File: src/rtl/sixteen_bit_divider_seq.sv
`default_nettype none
// ============================================================================
// Module   : sixteen_bit_divider_seq
// Brief    : Iterative unsigned restoring divider, one quotient bit per clock.
// Revision : 1.0 - initial release
// ============================================================================
module sixteen_bit_divider_seq #(
  parameter int WIDTH = 16,
  parameter int CNT_W = 5
) (
  input  logic             clk,
  input  logic             reset,
  input  logic             start,
  input  logic [WIDTH-1:0] A,
  input  logic [WIDTH-1:0] B,
  output logic             busy,
  output logic             done,
  output logic [WIDTH-1:0] Q,
  output logic [WIDTH-1:0] R,
  output logic             div_by_zero
);

  typedef enum logic [1:0] {
    S_IDLE = 2'd0,
    S_RUN  = 2'd1,
    S_DONE = 2'd2
  } state_t;

  state_t           r_state;
  state_t           w_next_state;

  logic [WIDTH-1:0] r_dvd;
  logic [WIDTH-1:0] r_div;
  logic [WIDTH-1:0] r_rem;
  logic [CNT_W-1:0] r_cnt;
  logic [WIDTH-1:0] r_q;
  logic [WIDTH-1:0] r_r;
  logic             r_dz;

  logic             w_busy;
  logic             w_done;
  logic             w_load_run;
  logic             w_load_dz;
  logic             w_finish;

  // Partial remainder is kept WIDTH+1 wide so the trial subtract cannot wrap.
  logic [WIDTH:0]   w_partial;
  logic [WIDTH:0]   w_trial;
  logic             w_qbit;
  logic [WIDTH-1:0] w_rem_next;
  logic [WIDTH-1:0] w_dvd_next;
  logic             w_last;

  assign w_partial  = {r_rem, r_dvd[WIDTH-1]};
  assign w_trial    = w_partial - {1'b0, r_div};
  assign w_qbit     = ~w_trial[WIDTH];
  assign w_rem_next = w_qbit ? w_trial[WIDTH-1:0] : w_partial[WIDTH-1:0];
  assign w_dvd_next = {r_dvd[WIDTH-2:0], w_qbit};
  assign w_last     = (r_cnt == CNT_W'(WIDTH - 1));

  always_ff @(posedge clk or posedge reset) begin
    if (reset) begin
      r_state <= S_IDLE;
    end else begin
      r_state <= w_next_state;
    end
  end

  always_comb begin
    w_next_state = r_state;
    w_busy       = 1'b0;
    w_done       = 1'b0;
    w_load_run   = 1'b0;
    w_load_dz    = 1'b0;
    w_finish     = 1'b0;
    case (r_state)
      S_IDLE, S_DONE: begin
        w_done = (r_state == S_DONE);
        if (start) begin
          if (B == '0) begin
            w_load_dz    = 1'b1;
            w_next_state = S_DONE;
          end else begin
            w_load_run   = 1'b1;
            w_next_state = S_RUN;
          end
        end else begin
          w_next_state = S_IDLE;
        end
      end
      S_RUN: begin
        w_busy = 1'b1;
        if (w_last) begin
          w_finish     = 1'b1;
          w_next_state = S_DONE;
        end
      end
      default: begin
        w_next_state = S_IDLE;
      end
    endcase
  end

  // The dividend register doubles as the quotient: bits shift out the top
  // into the partial remainder while quotient bits shift in at the bottom.
  always_ff @(posedge clk or posedge reset) begin
    if (reset) begin
      r_dvd <= '0;
      r_div <= '0;
      r_rem <= '0;
      r_cnt <= '0;
    end else if (w_load_run) begin
      r_dvd <= A;
      r_div <= B;
      r_rem <= '0;
      r_cnt <= '0;
    end else if (r_state == S_RUN) begin
      r_dvd <= w_dvd_next;
      r_rem <= w_rem_next;
      r_cnt <= r_cnt + 1'b1;
    end
  end

  always_ff @(posedge clk or posedge reset) begin
    if (reset) begin
      r_q  <= '0;
      r_r  <= '0;
      r_dz <= 1'b0;
    end else if (w_load_dz) begin
      r_q  <= '1;
      r_r  <= A;
      r_dz <= 1'b1;
    end else if (w_finish) begin
      r_q  <= w_dvd_next;
      r_r  <= w_rem_next;
      r_dz <= 1'b0;
    end
  end

  assign busy        = w_busy;
  assign done        = w_done;
  assign Q           = r_q;
  assign R           = r_r;
  assign div_by_zero = r_dz;

endmodule
`default_nettype wire

File: config.mk
export PLATFORM = sky130hd
export DESIGN_NAME = sixteen_bit_divider_seq
export DESIGN_NICKNAME = d
export VERILOG_FILES = /design/src/rtl/sixteen_bit_divider_seq.sv
export SDC_FILE = /design/constraint.sdc
export NUM_CORES = 1
export LEC_CHECK = 0
export BUFFER_PORTS_ARGS = -buffer_cell sky130_fd_sc_hd__buf_2
export CAP_MARGIN = 20
export CORE_UTILIZATION = 30
export CTS_BUF_LIST = sky130_fd_sc_hd__clkbuf_16
export CTS_CLUSTER_DIAMETER = 50
export DETAILED_ROUTE_END_ITERATION = 10
export MAX_ROUTING_LAYER = met4
export SLEW_MARGIN = 0
export SYNTH_ARGS = -nofsm -noshare
export SYNTH_HDL_FRONTEND = slang
export SYNTH_SLANG_ARGS = --single-unit
File: constraint.sdc
create_clock -name clk -period 2.83 [get_ports clk]
set_clock_uncertainty 0.1 [all_clocks]
set_input_delay 0.283 -clock clk [delete_from_list [all_inputs] [get_ports clk]]
set_output_delay 0.283 -clock clk [all_outputs]
set_load 0.02 [all_outputs]
==> results.yml <==
setup_path:
  r2r-start: "r_dvd[15]$_DFFE_PP0P_"
  worst_r2r_endpoint: "R[4]$_DFFE_PP0P_"
  start_kind: "flip-flop"
  crit_type: "flip-flop to flip-flop"
  rr_worst_depth: 12
  critPathRequiredTime_ps: 2940
  cp-end-kind: "flip-flop"
  arrival_ps: 2850
  reg2reg_slack_ps: 90
  critPathMaxFanout: 5
die:
  num_rows: 45
  dieArea_um2: 16400
  core_um2: 15400
  ios: 70
  chipHeight_um: 128
  initial_utilization_pct: 31.1
  die_x_um: 128
min_path:
  holdPathStages: 3
  hp-start: "A[10]"
  hold_end: "r_dvd[10]$_DFFE_PP0P_"
  hp-class: "input pin to flip-flop"
route:
  final_antenna_net_count: 0
  drtIter0Drc: 254
  first_pass_iters: 5
  viasPerCell: 4.95
  drc: 0
  vias: 4088
  finalWirelength_um: 13100
  wl_per_cell_um: 15.8
outcome:
  status: "complete, no violations"
placed_design:
  io_buffers: 69
  hpwl_um: 9520
  gp_congestion: 0.839
clock_tree:
  cts_buffers: 9
  cts_max_level: 3
  path_clk_slew_ps: 70
  cts_root_buf: "clkbuf_16"
  cts_sinks: 88
  cts_tree: "yes"
  insertion_delay_ps: 350
  cts_buffer_depth: 2
timing:
  finalCriticalPeriod_ps: 2740
  drv_slew: 0
  max_freq_mhz: 365
  setup_viol: 0
  period_share_pct: 96.7
  whs_ps: 57.7
  hold_violations: 0
  rsz0062_at_grt: "yes"
  tightestPinTransition_ps: 597
  relSlewSlack_pct: 60.1
finish:
  mostFrequentLayoutCell: "nand2_1"
  mostFrequentLayoutCells: "nand2_1, dfrtp_1, buf_2"
  fin_nets: 664
  register_area_um2: 2200
  n_antenna_cell: 0
  drive_above_1_share_pct: 25.0
  area_delta_synth_final_pct: 24.0
  fill_cells: 1545
  multi_input_area_um2: 2430
grt:
  grt_pass1_wl_um: 21400
  antenna_found_initial: 0
  grt_use_total_pct: 17.4
  grt_max_degree: 40
  grt-ovfl-total: 0
  first_global_vias: 4148
job:
  cap_violations: 0
yosys:
  yosysSeqAreaShare_pct: 46.1
  async_flop_share_pct: 100
  synthCells: 529
  synth.net_count: 583
  syn_area_per_cell_um2: 9.02
  synth_ff_type: "dfrtp_1"
  ys_ff_latch: 88
  synth_cell_types: 56
  synth-edff-count: 0
  syn-cell-area_um2: 4770
  yosysWarnings: 0
## stage by stage
step	util [%]	std cells	setup slack [ps]	area, um^2	setup TNS, ps
4_1_cts	38.4	827	10.4	5900	0
5_1_grt	38.5	826	-4.09	5920	-8.52
6_report	38.5	826	92.4	5920	0
2_1_floorplan	-	529	168	4770	0
3_5_place_dp	35.6	806	-207	5480	-3110
3_3_place_gp	35.6	806	-102	5480	-935
## state kept, by name, indices dropped and copies added (netlist names)
signal	flops
r_cnt	5
div_by_zero	1
R	16
r_dvd	16
Q	16
r_rem	16
r_state	2
r_div	16
## kinds of logic after synthesis
family                   after synthesis  share of synthesized area, %
multiplexers                          23                          4.90
adder cells (fa/ha/maj)               19                          5.14
XOR/XNOR                              12                          2.20
flip-flops                            88                          46.1
buffers and inverters                 53                          4.98
AO/OA/AOI/OAI                        147                          19.7
AND/OR/NAND/NOR                      187                          16.9
## worst max-delay path, cell delays in order (launching register included)
cell,delay [ps]
dfrtp_1,350
inv_1,70
ha_2,200
fa_2,340
nand2b_4,160
a21oi_4,150
o31ai_4,100
o21a_2,220
o211ai_4,270
buf_12,150
buf_16,120
mux2i_2,240
o221ai_1,130
## cells in the mapped netlist (2+ instances only)
cell      number  area share (%)
nand2_1      125             9.8
dfrtp_1       88              46
o21ai_0       55             5.8
nor2_1        25             2.0
clkbuf_1      23             1.8
inv_1         20             1.6
mux2i_1       20             4.2
ha_1          18             4.7
o21ai_1       17             1.8
a21oi_1       14             1.5
o22ai_1       13             1.7
a31oi_1        8             1.0
o221ai_1       8             1.5
nand2b_1       7            0.92
a22oi_1        6            0.94
nor4_1         6            0.79
xnor2_1        6             1.1
xor2_1         6             1.1
buf_6          5             1.2
nand4_1        5            0.66
a21o_1         4            0.63
nor3_1         4            0.42
buf_1          3            0.24
mux2_2         3            0.71
or3_1          3            0.39
a211oi_1       2            0.31
a21oi_4        2            0.68
nand3_1        2            0.21
o211ai_2       2            0.52
o21a_1         2            0.31
o21ai_2        2            0.37
## layout make-up
type,instances,share of cell area [%]
Clock buffer,9,3.80
Clock inverter,7,0.761
Inverter,21,1.35
Multi-Input combinational cell,388,41.1
Sequential cell,88,37.2
Tap cell,211,4.46
Timing Repair Buffer,102,11.3
## what timing repair did
action,CTS,global route
endpoints found under the setup margin,31,28
hold buffers,1,0
endpoints found under the hold margin,26,0
setup buffers,3,0
pin swaps,3,3
gates resized for setup,15,6
cloned,1,0
## routing by layer
layer | track usage (%) | share of wire, % | up-vias
met5 | - | 0 | -
met4 | 6.09 | 1.6 | 0
met3 | 3.21 | 3.7 | 18
met2 | 26.0 | 44 | 98
met1 | 23.5 | 51 | 1969
li1 | - | - | 2003
## worst max path at each step
stage,from,to,slack [ps],cells past startpoint
after CTS,r_dvd[15]$_DFFE_PP0P_,R[0]$_DFFE_PP0P_,10,11
final,r_dvd[15]$_DFFE_PP0P_,R[4]$_DFFE_PP0P_,90,12
after floorplan,reset,Q[0]$_DFFE_PP0P_,170,1
after detailed placement,r_dvd[15]$_DFFE_PP0P_,r_rem[10]$_DFFE_PP0P_,-210,11
after global routing,r_dvd[15]$_DFFE_PP0P_,R[3]$_DFFE_PP0P_,-4,12
after global placement,r_dvd[15]$_DFFE_PP0P_,R[14]$_DFFE_PP0P_,-100,11
Power is not shown: default switching activity piles up to over one toggle a cycle in this logic, so the estimate is an artifact.
